## config.mk

```make
export PLATFORM = sky130hd
export DESIGN_NAME = majority_vote_stream_flat
export DESIGN_NICKNAME = d
export VERILOG_FILES = /design/src/rtl/majority_pkg.sv /design/src/rtl/majority_vote_stream_if.sv /design/src/rtl/majority_popcount.sv /design/src/rtl/majority_vote_stream.sv /design/src/flat_wrapper.sv
export SDC_FILE = /design/constraint.sdc
export NUM_CORES = 1
export LEC_CHECK = 0
export ABC_AREA = 1
export BUFFER_PORTS_ARGS = -buffer_cell sky130_fd_sc_hd__buf_2
export CAP_MARGIN = 15
export CELL_PAD_IN_SITES_DETAIL_PLACEMENT = 2
export CELL_PAD_IN_SITES_GLOBAL_PLACEMENT = 2
export CORE_MARGIN = 8
export CORE_UTILIZATION = 29
export DETAILED_ROUTE_END_ITERATION = 8
export HOLD_SLACK_MARGIN = 0.1
export PLACE_DENSITY_LB_ADDON = 0.12
export SLEW_MARGIN = 20
export SYNTH_ARGS = -nofsm -noshare
export SYNTH_HDL_FRONTEND = slang
export SYNTH_SLANG_ARGS = --single-unit
```

## constraint.sdc

```tcl
create_clock -name clk -period 2.6 [get_ports clk]
set_clock_uncertainty 0.1 [all_clocks]
set_input_delay 0.52 -clock clk [delete_from_list [all_inputs] [get_ports clk]]
set_output_delay 0.52 -clock clk [all_outputs]
set_load 0.02 [all_outputs]
```

## src/rtl/majority_pkg.sv

```systemverilog
// Shared definitions for the majority-vote stream: vote mode encodings and a
// constant-width helper used to size count fields.
package majority_pkg;

  typedef enum logic [1:0] {
    MODE_MAJ = 2'b00,
    MODE_THR = 2'b01,
    MODE_ALL = 2'b10,
    MODE_ANY = 2'b11
  } mode_e;

  function automatic int clog2(input int v);
    int r;
    r = 0;
    for (int i = 0; i < 31; i++) begin
      if ((1 << i) < v) r = i + 1;
    end
    return r;
  endfunction

endpackage

```

## src/rtl/majority_vote_stream_if.sv

```systemverilog
// Producer/consumer bundle for majority_vote_stream: input word handshake,
// vote controls, and the decision/filter results.
interface majority_vote_stream_if
  import majority_pkg::*;
#(
  parameter int N = 8
) ();

  localparam int CW = clog2(N + 1);

  logic          in_valid;
  logic          in_ready;
  logic [N-1:0]  x;
  logic [1:0]    mode;
  logic [CW-1:0] thr;
  logic          out_valid;
  logic          out_ready;
  logic          y;
  logic [CW-1:0] cnt;
  logic          tie;
  logic          y_filt;
  logic          hist_full;

  modport master (
    output in_valid, x, mode, thr, out_ready,
    input  in_ready, out_valid, y, cnt, tie, y_filt, hist_full
  );

  modport slave (
    input  in_valid, x, mode, thr, out_ready,
    output in_ready, out_valid, y, cnt, tie, y_filt, hist_full
  );

endinterface

```

## src/rtl/majority_popcount.sv

```systemverilog
// Combinational popcount built as a balanced pairwise adder tree; inputs are
// zero-padded up to the next power of two.
module majority_popcount
  import majority_pkg::*;
#(
  parameter int N  = 8,
  parameter int CW = clog2(N + 1)
) (
  input  logic [N-1:0]  i_vec,
  output logic [CW-1:0] o_cnt
);

  localparam int LEVELS = clog2(N);
  localparam int P      = 1 << LEVELS;

  logic [P-1:0]  w_pad;
  logic [CW-1:0] w_lvl [LEVELS+1][P];

  always_comb begin
    w_pad          = '0;
    w_pad[N-1:0]   = i_vec;
    w_lvl          = '{default: '0};
    for (int i = 0; i < P; i++) begin
      w_lvl[0][i] = CW'(w_pad[i]);
    end
    for (int l = 1; l <= LEVELS; l++) begin
      for (int i = 0; i < (P >> l); i++) begin
        w_lvl[l][i] = w_lvl[l-1][2*i] + w_lvl[l-1][2*i+1];
      end
    end
  end

  assign o_cnt = w_lvl[LEVELS][0];

endmodule

```

## src/rtl/majority_vote_stream.sv

```systemverilog
// Two-stage streaming vote: popcount, then mode decision, with a K-deep
// temporal majority filter over consumed decisions.
module majority_vote_stream
  import majority_pkg::*;
#(
  parameter int N = 8,
  parameter int K = 5
) (
  input logic                    clk,
  input logic                    rst,
  majority_vote_stream_if.slave  bus
);

  localparam int CW = clog2(N + 1);
  localparam int HW = clog2(K + 1);

  logic          w_advance;
  logic          w_hs;
  logic [CW-1:0] w_pc;
  logic [HW-1:0] w_hist_pc;

  logic          r_vld_p1;
  logic [CW-1:0] r_pc_p1;
  mode_e         r_mode_p1;
  logic [CW-1:0] r_thr_p1;

  logic          r_vld_p2;
  logic          r_y_p2;
  logic          r_tie_p2;
  logic [CW-1:0] r_cnt_p2;

  logic [K-1:0]  r_hist;
  logic [HW-1:0] r_cons;

  function automatic logic decide(input logic [CW-1:0] c, input mode_e m,
                                  input logic [CW-1:0] t);
    case (m)
      MODE_MAJ: return c > CW'(N / 2);
      MODE_THR: return c >= t;
      MODE_ALL: return c == CW'(N);
      default:  return c != '0;
    endcase
  endfunction

  // A tie only exists when the vector splits exactly in half.
  function automatic logic is_tie(input logic [CW-1:0] c);
    return ((N % 2) == 0) && (c == CW'(N / 2));
  endfunction

  majority_popcount #(.N(N), .CW(CW)) u_pc_x (
    .i_vec (bus.x),
    .o_cnt (w_pc)
  );

  majority_popcount #(.N(K), .CW(HW)) u_pc_hist (
    .i_vec (r_hist),
    .o_cnt (w_hist_pc)
  );

  assign w_advance     = !r_vld_p2 || bus.out_ready;
  assign w_hs          = r_vld_p2 && bus.out_ready;
  assign bus.in_ready  = w_advance;
  assign bus.out_valid = r_vld_p2;
  assign bus.y         = r_y_p2;
  assign bus.cnt       = r_cnt_p2;
  assign bus.tie       = r_tie_p2;
  assign bus.y_filt    = w_hist_pc > HW'(K / 2);
  assign bus.hist_full = (r_cons == HW'(K));

  always_ff @(posedge clk) begin
    if (rst) begin
      r_vld_p1 <= 1'b0;
      r_vld_p2 <= 1'b0;
    end else if (w_advance) begin
      r_vld_p1 <= bus.in_valid;
      r_vld_p2 <= r_vld_p1;
    end
  end

  // Stage 1: popcount and the controls sampled with the accepted word.
  always_ff @(posedge clk) begin
    if (w_advance && bus.in_valid) begin
      r_pc_p1   <= w_pc;
      r_mode_p1 <= mode_e'(bus.mode);
      r_thr_p1  <= bus.thr;
    end
  end

  // Stage 2: decision, count and tie presented to the consumer.
  always_ff @(posedge clk) begin
    if (rst) begin
      r_y_p2   <= 1'b0;
      r_cnt_p2 <= '0;
      r_tie_p2 <= 1'b0;
    end else if (w_advance && r_vld_p1) begin
      r_y_p2   <= decide(r_pc_p1, r_mode_p1, r_thr_p1);
      r_cnt_p2 <= r_pc_p1;
      r_tie_p2 <= is_tie(r_pc_p1);
    end
  end

  // History records each consumed decision; the consumed counter saturates at K.
  always_ff @(posedge clk) begin
    if (rst) begin
      r_hist <= '0;
      r_cons <= '0;
    end else if (w_hs) begin
      r_hist <= (r_hist << 1) | K'(r_y_p2);
      if (r_cons != HW'(K)) r_cons <= r_cons + HW'(1);
    end
  end

endmodule

```

## src/flat_wrapper.sv

```systemverilog
// flat-port wrapper written by rule: the top's interface ports become plain ports
module majority_vote_stream_flat import majority_pkg::*;
#(
  parameter int N = 8,
  parameter int K = 5
)
  (clk, rst, bus_in_valid, bus_x, bus_mode, bus_thr, bus_out_ready, bus_in_ready, bus_out_valid, bus_y, bus_cnt, bus_tie, bus_y_filt, bus_hist_full);
  majority_vote_stream_if #(.N(N)) bus_i ();
  input logic clk;
  input logic rst;
  input wire logic [$bits(bus_i.in_valid)-1:0] bus_in_valid;
  input wire logic [$bits(bus_i.x)-1:0] bus_x;
  input wire logic [$bits(bus_i.mode)-1:0] bus_mode;
  input wire logic [$bits(bus_i.thr)-1:0] bus_thr;
  input wire logic [$bits(bus_i.out_ready)-1:0] bus_out_ready;
  output wire logic [$bits(bus_i.in_ready)-1:0] bus_in_ready;
  output wire logic [$bits(bus_i.out_valid)-1:0] bus_out_valid;
  output wire logic [$bits(bus_i.y)-1:0] bus_y;
  output wire logic [$bits(bus_i.cnt)-1:0] bus_cnt;
  output wire logic [$bits(bus_i.tie)-1:0] bus_tie;
  output wire logic [$bits(bus_i.y_filt)-1:0] bus_y_filt;
  output wire logic [$bits(bus_i.hist_full)-1:0] bus_hist_full;
  assign bus_i.in_valid = bus_in_valid;
  assign bus_i.x = bus_x;
  assign bus_i.mode = bus_mode;
  assign bus_i.thr = bus_thr;
  assign bus_i.out_ready = bus_out_ready;
  assign bus_in_ready = bus_i.in_ready;
  assign bus_out_valid = bus_i.out_valid;
  assign bus_y = bus_i.y;
  assign bus_cnt = bus_i.cnt;
  assign bus_tie = bus_i.tie;
  assign bus_y_filt = bus_i.y_filt;
  assign bus_hist_full = bus_i.hist_full;
  majority_vote_stream #(.N(N), .K(K)) u_core (.clk(clk), .rst(rst), .bus(bus_i));
endmodule
```

Word level (Yosys, flattened, before mapping)
Cells that the tools add are included.

Bits in registers: 26. Bits in latches: 0. Bits in writable memories: 0. ROM bits: 0. Output and inout port bits: 10. Word-level logic and storage cells: 41. Memories kept: 0.

Add/subtract/negate cells: 12. $mul: 0. Divide/modulo/power cells: 0. $lt $le $gt $ge: 3. Equal/unequal tests: 6. Shifts and indexed selects: 0. Multiplexer cells: 1. Bitwise logic cells: 1. Reduce and logical (&&, ||, !) cells: 8.

Operators by type and width (count): $add A1 B1 Y2 (6); $or A5 B1 Y5 (1); $add A4 B2 Y4 (1); $add A4 B3 Y4 (1); $eq A4 B3 Y1 const B (1); $eq A4 B4 Y1 const B (1); $ge A4 B4 Y1 (1); $gt A4 B3 Y1 const B (1); $reduce_bool A4 Y1 (1); $add A2 B2 Y3 (1); $add A3 B1 Y3 (1); $add A3 B1 Y3 const B (1); $add A3 B2 Y3 (1); $eq A3 B3 Y1 const B (1); $gt A3 B2 Y1 const B (1); $logic_and A1 B1 Y1 (3); $ne A3 B3 Y1 const B (1); $pmux W1 S3 (1); $eq A2 B1 Y1 const B (1); $eq A2 B2 Y1 const B (1); $logic_not A2 Y1 (1); $reduce_and A2 Y1 (1); $logic_not A1 Y1 (1); $logic_or A1 B1 Y1 (1).

Depth between registers and ports, before layout
Gate-level depths: netlist of the first run.

Word-level depth: 4. Gate-level depth with buffers: 10.

Modules after synthesis
Synthesis of the first run repeated with hierarchy kept, for this count alone.

Cell total of the unflattened synthesis: 158. Area total of the unflattened synthesis: 1383.8 µm².

By module, submodules not included: majority_vote_stream (times used 1, cells an instance 121, area each 1111.1 µm², seq. area each 620.6 µm²); majority_popcount at u_core.u_pc_x (times used 1, cells an instance 29, area each 201.4 µm², seq. area each 0.0 µm²); majority_popcount at u_core.u_pc_hist (times used 1, cells an instance 8, area each 71.3 µm², seq. area each 0.0 µm²).

Least setup slack after synthesis of the first run
OpenSTA, ideal clock, no wires.

Path kind: register -> output. Start: register u_core.r_hist[0]. End: output bus_y_filt. Arrival time: 2.217 ns. Required time: 1.980 ns. Setup slack: -0.237 ns. Stages on the path, launching flop included: 9. Path buffers: 0. Path through: dfxtp_1 > ha_1 > inv_1 > fa_1 > inv_1 > ha_1 > inv_1 > fa_1 > o21ai_0.

Cells in the longest elaborated chain, start to end: 4.

Ends and longest elaborated chain: start, declared (line majority_vote_stream.sv:32) `logic [K-1:0] r_hist;`; start signal, assigned (line majority_vote_stream.sv:108) `r_hist <= (r_hist << 1) | K'(r_y_p2);`; $add A1 B1 Y2 (line majority_popcount.sv:28) `w_lvl[l][i] = w_lvl[l-1][2*i] + w_lvl[l-1][2*i+1];`; $add A3 B2 Y3 (line majority_popcount.sv:28); $add A3 B1 Y3 (line majority_popcount.sv:28); $gt A3 B2 Y1 (line majority_vote_stream.sv:67) `assign bus.y_filt = w_hist_pc > HW'(K / 2);`; end, declared (line flat_wrapper.sv:21) `output wire logic [$bits(bus_i.y_filt)-1:0] bus_y_filt;`.

Every way passes these cells.

Worst setup path after layout of the first run
Start: register u_core.r_hist[1]. End: output bus_y_filt.

Same word-level chain as after synthesis.

==> flow_metrics.tcl, run 1 <==
set metrics [dict create \
    yosys-top-cells-count "27 x inv_1, 18 x nand2_1, 16 x dfxtp_1, 11 x a21oi_1, 11 x ha_1" \
    async_reset_ff_share_pct 0 \
    dp_cells 221 \
    grt_first_pass_wirelength_um 5540 \
    die_h_um 83.82 \
    fin_crit_ps 2944 \
    required_ps 1980 \
    ys_top_cells_by_area "dfxtp_1 24%, edfxtp_1 23%, ha_1 10%" \
    clock_latency_ps 270 \
    holdBufCountCts 0 \
    yosys.area.top_type "dfxtp_1" \
    diodes 0 \
    cts_tree "yes" \
    grt_overflow_total 0 \
    hold_path_class "in2reg" \
    cp.arrival_ps 2320 \
    synthesis.instances 140 \
    outcome "complete, but fails checks" \
    htree_levels 1 \
    ant_nets 0 \
    avgViaCountPerCell 4.637 \
    slew_violations 0 \
    antenna_found_initial 0 \
    synth.top_cell.area_share_pct 24.02 \
    rows 24 \
    first_iter_violations 26 \
    layout.cells.non_filler 226 \
    tightest_slew_ps 399.4 \
    grt_max_degree 15 \
    syn2layout_area_growth_pct 24.20 \
    end_kind "primary output" \
    hold_viol 0 \
    pwr_density_cell_nw_per_um2 575.2 \
    dieArea_um2 7025 \
    dr.pass1.iters 2 \
    crit_type "reg2out" \
    drive_gt1_share_pct 32.18 \
    synth_nets 175 \
    hpwl_um 2661 \
    synth_area_um2 1334 \
    yosysUniqueCellTypes 23 \
    reg2reg_from "u_core.r_pc_p1[0]$_DFFE_PP_" \
    r2r_cells 10 \
    r2r_slack_ps 1200 \
    maxCapViolCount 0 \
    reg2reg_to "u_core.bus.y$_SDFFE_PP0P_" \
    yosysMostFrequentCell "inv_1" \
    globalplace.congestion 0.7101 \
    finalWirelength_um 3142 \
    min_period_over_period_pct 113.2 \
    setup_viol 1 \
    fin_nets 210 \
    crit_path_start "u_core.r_hist[1]$_SDFFE_PP0P_" \
    fmax_mhz 339.7 \
    ys_seq_area_share_pct 46.53 \
    vias 1048 \
    grt_pass1_vias 1182 \
    critPathLaunchType "register" \
    ios 28 \
    yosys_warnings 0 \
    cp-endpoint "bus_y_filt" \
    syn_avg_cell_area_um2 9.527 \
    start_util_pct 30.42 \
    leakage_nw 0.7729 \
    drc 0 \
    fin_ws_ps -344.1 \
    synth_ff_type "dfxtp_1" \
    core_area_um2 4384 \
    globalRouteTotalUtil_pct 9.412 \
    crit_fanout 2 \
    clkSinkCount 26 \
    peakVddDrop_mv 0.1961 \
    rsz0062_at_grt "true" \
    numPortBuffers 27 \
    cts_buffers 3 \
    clk_path_buf_depth 2 \
    cts.clk_slew.worst_paths_ps 90 \
    ys_ff_latch 26 \
    final.setup.tns_ps -344.1 \
    wl_per_cell_um 13.90 \
    violations "setup timing" \
    synth_edf_count 10 \
    die_w_um 83.82 \
    slew_headroom_pct 73.34 \
    clockRootBuffer "clkbuf_8" \
]
per-layer routing:
layer / GRT usage [%] / part of all wire (%)
met5: 0 / 0
met3: 3.613 / 6.7
met2: 16.21 / 50
met4: 2.826 / 0.99
met1: 10.38 / 42
layout make-up:
class / instances / area [um2]
Multi-Input combinational cell: 83 / 616.8
Tap cell: 52 / 65.06
Clock buffer: 4 / 55.05
Inverter: 31 / 120.1
Timing Repair Buffer: 30 / 176.4
Fill cell: 509 / 2728
Sequential cell: 26 / 623.1
state kept, by name (all words and copies together) (netlist names):
register and count:
u_core.r_cons 3, u_core.bus.y 1, u_core.r_mode_p1 2, u_core.r_pc_p1 4, u_core.bus.cnt 4, u_core.bus.out_valid 1, u_core.bus.tie 1, u_core.r_hist 5
u_core.r_thr_p1 4, u_core.r_vld_p1 1
per-stage QoR:
stage	utilization, %	total power, W	cell area [um2]	hold slack (ps)	worst slack, ps
after detailed placement	35.47	0.0006904	1555	364.8	-292.4
after global placement	35.47	0.0006699	1555	344.6	-150.5
after global routing	37.79	0.001016	1657	303.1	-435.0
after CTS	37.27	0.0009683	1634	301.9	-383.1
final	37.79	0.0009529	1657	314.5	-344.1
after floorplan	-	0.0006152	1340	334.7	-15.45
worst max-delay path, stage by stage (launching register included):
cell and delay (ps):
dfxtp_2 350, ha_4 250, inv_2 30, fa_1 430, inv_1 70, ha_2 160, inv_2 30, fa_1 440
o21ai_2 160, buf_6 130
how the worst min path moves through the flow:
stage	endpoint	slack, ps	startpoint	cells after the start
2_1_floorplan	u_core.r_cons[2]$_SDFFE_PP0P_	330	u_core.r_cons[2]$_SDFFE_PP0P_	2
3_3_place_gp	u_core.r_cons[2]$_SDFFE_PP0P_	340	u_core.r_cons[2]$_SDFFE_PP0P_	2
3_5_place_dp	u_core.r_cons[2]$_SDFFE_PP0P_	360	u_core.r_cons[2]$_SDFFE_PP0P_	2
4_1_cts	u_core.r_thr_p1[3]$_DFFE_PP_	300	bus_thr[3]	1
5_1_grt	u_core.r_thr_p1[1]$_DFFE_PP_	300	bus_thr[1]	1
6_report	u_core.r_thr_p1[3]$_DFFE_PP_	310	bus_thr[3]	1
cells in the final DEF, fill, tap and decap left out, types with 2 or more instances in the layout:
| cell | instances |
|---|---|
| dfxtp_2 | 2 |
| nand2_2 | 3 |
| fa_1 | 4 |
| buf_4 | 3 |
| a211oi_2 | 2 |
| nor2_1 | 10 |
| buf_2 | 24 |
| nand3_1 | 5 |
| a21oi_1 | 11 |
| nand2_1 | 18 |
| o21ai_0 | 7 |
| inv_1 | 24 |
| inv_2 | 5 |
| ha_1 | 9 |
| o21ai_1 | 2 |
| buf_6 | 3 |
| fa_2 | 2 |
| clkbuf_8 | 4 |
| edfxtp_1 | 10 |
| dfxtp_1 | 14 |
what timing repair did:
item	CTS	global route
resized for setup	8	3
pin swaps	4	6
setup buffers	0	1
setup endpoints to repair	1	2
power by group:
part	switching [W]	internal, W	leakage [nW]
Combinational	0.000117	0.0000839	0.515
Clock	0.000133	0.000136	0.0288
Sequential	0.0000214	0.000462	0.230
Total	0.000272	0.000681	0.773
kinds of logic after synthesis:
family / count (synthesis) / synth area share (%)
AND/OR/NAND/NOR: 40 / 13.51
buffers and inverters: 31 / 9.006
AO/OA/AOI/OAI: 25 / 10.98
adder cells (fa/ha/maj): 17 / 19.32
flip-flops: 26 / 46.53
XOR/XNOR: 1 / 0.6568
Note: power is estimated with default switching activity, not from simulation.
==> inputs of run 2 (changes only) <==
--- a/config.mk
+++ b/config.mk
@@ -13,9 +13,11 @@
 export CORE_MARGIN = 8
 export CORE_UTILIZATION = 29
 export DETAILED_ROUTE_END_ITERATION = 8
+export GPL_TIMING_DRIVEN = 0
 export HOLD_SLACK_MARGIN = 0.1
 export PLACE_DENSITY_LB_ADDON = 0.12
 export SLEW_MARGIN = 20
 export SYNTH_ARGS = -nofsm -noshare
 export SYNTH_HDL_FRONTEND = slang
+export SYNTH_HIERARCHICAL = 1
 export SYNTH_SLANG_ARGS = --single-unit
==> flow_metrics.tcl, run 2 <==
set metrics [dict create \
    globalplace.congestion 0.6947 \
    ant_nets 0 \
    largest_reg_flops 5 \
    outcome "complete, but fails checks" \
    yosysMostFrequentCell "inv_1" \
    crit_fanout 2 \
    holdBufCountCts 0 \
    grt_overflow_total 0 \
    peakVddDrop_mv 0.1822 \
    cts_tree "yes" \
    clkSinkCount 26 \
    critPathBufInv 5 \
    yosys-top-cells-count "41 x inv_1, 22 x nand2_1, 16 x dfxtp_1, 16 x nor2_1" \
    grt_pass1_vias 1284 \
    diodes 0 \
    r2r_cells 10 \
    r2r_slack_ps 1200 \
    multi_input_area_um2 619.3 \
    slew_headroom_pct 71.91 \
    clock_latency_ps 260 \
    final_common_cell "inv_1" \
    htree_levels 1 \
    start_util_pct 29.69 \
    crit_type "in2reg" \
    dieArea_um2 7239 \
    layout_common_cells "35 x inv_1, 26 x buf_2, 22 x nand2_1" \
    setup_viol 4 \
    critPathMaxStageDelay_ps 550 \
    reg2reg_from "u_core/r_pc_p1[0]$_DFFE_PP_" \
    fin_ws_ps -345.2 \
    required_ps 2540 \
    synthesis.instances 158 \
    clockRootBuffer "clkbuf_8" \
    fmax_mhz 339.5 \
    finalWirelength_um 3156 \
    n_fill_cell 524 \
    fin_nets 225 \
    seq_area_um2 623.1 \
    ios 28 \
    yosys_warnings 6 \
    min_period_over_period_pct 113.3 \
    leakage_nw 0.8612 \
    cp.arrival_ps 2880 \
    violations "setup timing" \
    syn2layout_area_growth_pct 23.87 \
    clk_path_buf_depth 2 \
    hold_viol 0 \
    drc 0 \
    drive_gt1_share_pct 29.47 \
    globalRouteTotalUtil_pct 9.383 \
    die_w_um 85.08 \
    fin_crit_ps 2945 \
    end_kind "register" \
    grt_max_degree 15 \
    antenna_found_initial 0 \
    cts.clk_slew.worst_paths_ps 90 \
    cp_num_cells 10 \
    rsz0062_at_grt "true" \
    synth_area_um2 1384 \
    crit_family "adder cells" \
    avgViaCountPerCell 4.434 \
    pwr_density_cell_nw_per_um2 578.7 \
    die_h_um 85.08 \
    grt_first_pass_wirelength_um 5520 \
    synth_nets 192 \
    hold_slack_ps 323.3 \
    vias 1082 \
    crit_path_start "bus_x[0]" \
    syn_avg_cell_area_um2 8.758 \
    layout.cells.non_filler 244 \
    hpwl_um 2632 \
    async_reset_ff_share_pct 0 \
    yosys.area.top_type "dfxtp_1" \
    core_area_um2 4661 \
    synth_ff_type "dfxtp_1" \
    synth.top_cell.area_share_pct 23.15 \
    cp_slowest_cell "fa_1" \
    slew_violations 0 \
    rows 25 \
    crit_path_cell_trace "buf_8 > inv_8 > fa_1 > fa_1 > fa_1 > inv_2 > ha_4 > inv_2 > fa_2 > inv_2" \
    critPathLaunchType "input port" \
    synth_edf_count 10 \
    regMostFlops "u_core/r_hist" \
    ys_top_cells_by_area "dfxtp_1 23%, edfxtp_1 22%, inv_1 11%" \
    numPortBuffers 27 \
    wl_per_cell_um 12.93 \
    maxCapViolCount 0 \
    hold_path_class "in2reg" \
    first_iter_violations 32 \
    reg2reg_to "u_core/bus.y$_SDFFE_PP0P_" \
    ys_seq_area_share_pct 44.85 \
    cts_buffers 3 \
    ys_ff_latch 26 \
    cp-endpoint "u_core/r_pc_p1[1]$_DFFE_PP_" \
    dp_cells 239 \
    dr.pass1.iters 3 \
    yosysUniqueCellTypes 23 \
    tightest_slew_ps 420.8 \
]
-- run 2: cell count changes in the layout (fill, tap and decap cells not counted), moves of 3 or more --
cell / previous run / this run
nor2_1: 10 / 16
nand2_1: 18 / 22
o21ai_1: 2 / 6
buf_4: 3 / 0
inv_1: 24 / 35
a21oi_1: 11 / 8
-- run 2: cell families after synthesis --
group,synth area share (%)
AO/OA/AOI/OAI,9.494
adder cells (fa/ha/maj),17.72
buffers and inverters,12.93
flip-flops,44.85
AND/OR/NAND/NOR,15.01
-- run 2: repair_timing --
item	4_1_cts	5_1_grt
buffers inserted	1	0
setup endpoints to repair	3	4
pin swaps	0	3
gates resized for setup	12	7
-- run 2: worst min path at each step --
| stage | from | end | slack [ps] | cells past startpoint |
|---|---|---|---|---|
| finish | bus_thr[0] | u_core/r_thr_p1[0]$_DFFE_PP_ | 320 | 1 |
| global placement | u_core/r_cons[2]$_SDFFE_PP0P_ | u_core/r_cons[2]$_SDFFE_PP0P_ | 340 | 2 |
| CTS | bus_thr[2] | u_core/r_thr_p1[2]$_DFFE_PP_ | 310 | 1 |
| global route | bus_thr[2] | u_core/r_thr_p1[2]$_DFFE_PP_ | 300 | 1 |
| detailed placement | u_core/r_vld_p1$_SDFFE_PP0N_ | u_core/r_vld_p1$_SDFFE_PP0N_ | 360 | 2 |
| floorplan | u_core/r_cons[2]$_SDFFE_PP0P_ | u_core/r_cons[2]$_SDFFE_PP0P_ | 330 | 2 |
-- run 2: layer usage --
layer | track usage, % | part of all wire, % | vias up
li1 | - | - | 545
met5 | 0 | 0 | -
met4 | 2.913 | 0.76 | 0
met1 | 9.143 | 39 | 523
met3 | 1.737 | 2.6 | 2
met2 | 19.03 | 58 | 12
-- run 2: through the flow --
stage | setup TNS, ps | cell area (um2) | total power (W) | utilization (%) | setup WS (ps)
after global routing | -948.8 | 1714 | 0.001081 | 36.78 | -395.2
after global placement | -1698 | 1594 | 0.0006948 | 34.20 | -633.8
after detailed placement | -1955 | 1594 | 0.0007181 | 34.20 | -712.1
final | -683.2 | 1714 | 0.0009920 | 36.78 | -345.2
after floorplan | -862.2 | 1391 | 0.0006385 | - | -408.7
after CTS | -845.5 | 1693 | 0.0009983 | 36.32 | -345.9
-- run 2: area by class of cell --
type                       count  area share, %
sequential                    26          36.35
multi-input combinational     87          36.13
inverter                      43          9.927
timing repair buffer          28          9.489
tap                           54          3.942
clock buffer                   4          3.212
buffer                         2         0.9489
-- run 2: power by group --
group          leakage (nW)  switching (W)  internal [W]
Clock                0.0288       0.000125      0.000135
Sequential            0.230      0.0000213      0.000464
Combinational         0.603       0.000142      0.000104
==> inputs of run 3 (changes only) <==
--- a/config.mk
+++ b/config.mk
@@ -19,5 +19,4 @@
 export SLEW_MARGIN = 20
 export SYNTH_ARGS = -nofsm -noshare
 export SYNTH_HDL_FRONTEND = slang
-export SYNTH_HIERARCHICAL = 1
 export SYNTH_SLANG_ARGS = --single-unit
==> flow_metrics.tcl, run 3 (synthesis results as in run 1) <==
set metrics [dict create \
    fin_crit_ps 2978 \
    critPathLaunchType "register" \
    start_util_pct 30.42 \
    clk_path_buf_depth 2 \
    clkSinkCount 26 \
    hold_viol 0 \
    critPathMaxStageDelay_ps 450 \
    globalRouteTotalUtil_pct 9.298 \
    layout.cells.non_filler 223 \
    p_total_w 0.0009397 \
    antenna_found_initial 0 \
    hold_slack_ps 316.9 \
    regMostFlops "u_core.r_hist" \
    min_period_over_period_pct 114.5 \
    hpwl_um 2562 \
    final_core_util_pct 36.99 \
    violations "setup timing" \
    grt_max_degree 15 \
    crit_type "reg2out" \
    die_h_um 83.82 \
    numPortBuffers 27 \
    tightest_slew_ps 410.0 \
    design_area_um2 1622 \
    wl_per_cell_um 13.97 \
    maxCapViolCount 0 \
    largest_reg_flops 5 \
    fmax_mhz 335.8 \
    outcome "complete, but fails checks" \
    rows 24 \
    dieArea_um2 7025 \
    drive_gt1_share_pct 30.41 \
    cts_tree "yes" \
    crit_fanout 3 \
    cts_setup_buffers 0 \
    placed_area_um2 1540 \
    core_area_um2 4384 \
    rsz0062_at_grt "true" \
    ant_nets 0 \
    cts_buffers 3 \
    finalWirelength_um 3115 \
    grt_first_pass_wirelength_um 5513 \
    cts.clk_slew.worst_paths_ps 100 \
    final_common_cell "buf_2" \
    hold_path_class "in2reg" \
    cp.arrival_ps 2360 \
    drc 0 \
    htree_levels 1 \
    diodes 0 \
    leakage_nw 0.7542 \
    syn2layout_area_growth_pct 21.58 \
    cp_slowest_cell "fa_1" \
    peakVddDrop_mv 0.2059 \
    die_w_um 83.82 \
    slew_violations 0 \
    globalplace.congestion 0.6918 \
    holdBufCountCts 0 \
    fin_nets 207 \
    first_iter_violations 29 \
    grt_overflow_total 0 \
    avgViaCountPerCell 4.610 \
    slew_headroom_pct 72.64 \
    required_ps 1980 \
    setup_viol 1 \
    layout_common_cells "26 x buf_2, 24 x inv_1, 18 x nand2_1" \
    crit_path_cell_trace "ha_4 > inv_2 > fa_1 > inv_1 > ha_2 > inv_2 > fa_1 > o21ai_2 > buf_6" \
    dp_cells 219 \
    end_kind "primary output" \
    vias 1028 \
    clock_latency_ps 270 \
    ios 28 \
    fin_ws_ps -378.0 \
    grt_pass1_vias 1200 \
    clockRootBuffer "clkbuf_8" \
    dr.pass1.iters 4 \
    pwr_density_cell_nw_per_um2 579.5 \
]
==> run 3: changes by cell type in the layout (fill, tap and decap cells not counted), sizes merged, moves of 2 or more <==
cell / before / now
inv: 42 / 30
nor2: 18 / 11
a21oi: 9 / 12
buf: 30 / 27
nand2: 24 / 22
==> run 3: area by class of cell <==
class	count	area [um2]
clock buffers	4	55.05
fillers	482	2763
inverters	31	120.1
multi-input cells	83	614.3
flip-flops and latches	26	625.6
well taps	52	65.06
repair buffers	27	141.4
==> run 3: critical path: cells and delay by family, from the launching register on <==
family | cells | cell delay, ps
AO/OA/AOI/OAI | 1 | 160
buffers and inverters | 4 | 270
adder cells (fa/ha/maj) | 4 | 1300
flip-flops | 1 | 370
==> run 3: stage by stage <==
| step | setup TNS [ps] | worst slack [ps] |
|---|---|---|
| floorplan | -44.16 | -15.45 |
| global placement | -448.0 | -173.8 |
| detailed placement | -553.9 | -213.7 |
| CTS | -400.4 | -400.4 |
| global route | -464.3 | -464.3 |
| finish | -378.0 | -378.0 |
==> run 3: power breakdown <==
| group | switching [W] | total [W] | internal, W |
|---|---|---|---|
| clock | 0.000132 | 0.000267 | 0.000135 |
| sequential | 0.0000223 | 0.000483 | 0.000461 |
| combinational | 0.000114 | 0.000190 | 0.0000758 |
==> run 3: final timing paths <==
| kind | to | slack [ps] | depth (start not counted) | startpoint |
|---|---|---|---|---|
| hold / removal | u_core.r_mode_p1[1]$_DFFE_PP_ | 320 | 1 | bus_mode[1] |
| hold reg to reg | u_core.bus.tie$_SDFFE_PP0P_ | 370 | 2 | u_core.bus.tie$_SDFFE_PP0P_ |
| setup reg to reg | u_core.bus.y$_SDFFE_PP0P_ | 1220 | 10 | u_core.r_pc_p1[0]$_DFFE_PP_ |
| setup / recovery | bus_y_filt | -380 | 9 | u_core.r_hist[1]$_SDFFE_PP0P_ |
==> run 3: what timing repair did <==
item / in CTS / in global routing
setup endpoints to repair: 1 / 1
pin swaps: 4 / 3
gates resized for setup: 8 / 1
==> run 3: routing by layer <==
metal / vias up / track usage (%) / share of wire (%)
li1: 508 / - / -
met1: 491 / 10.46 / 44
met2: 25 / 16.21 / 49
met3: 4 / 2.930 / 6.0
met4: 0 / 2.826 / 0.83
met5: - / 0 / 0
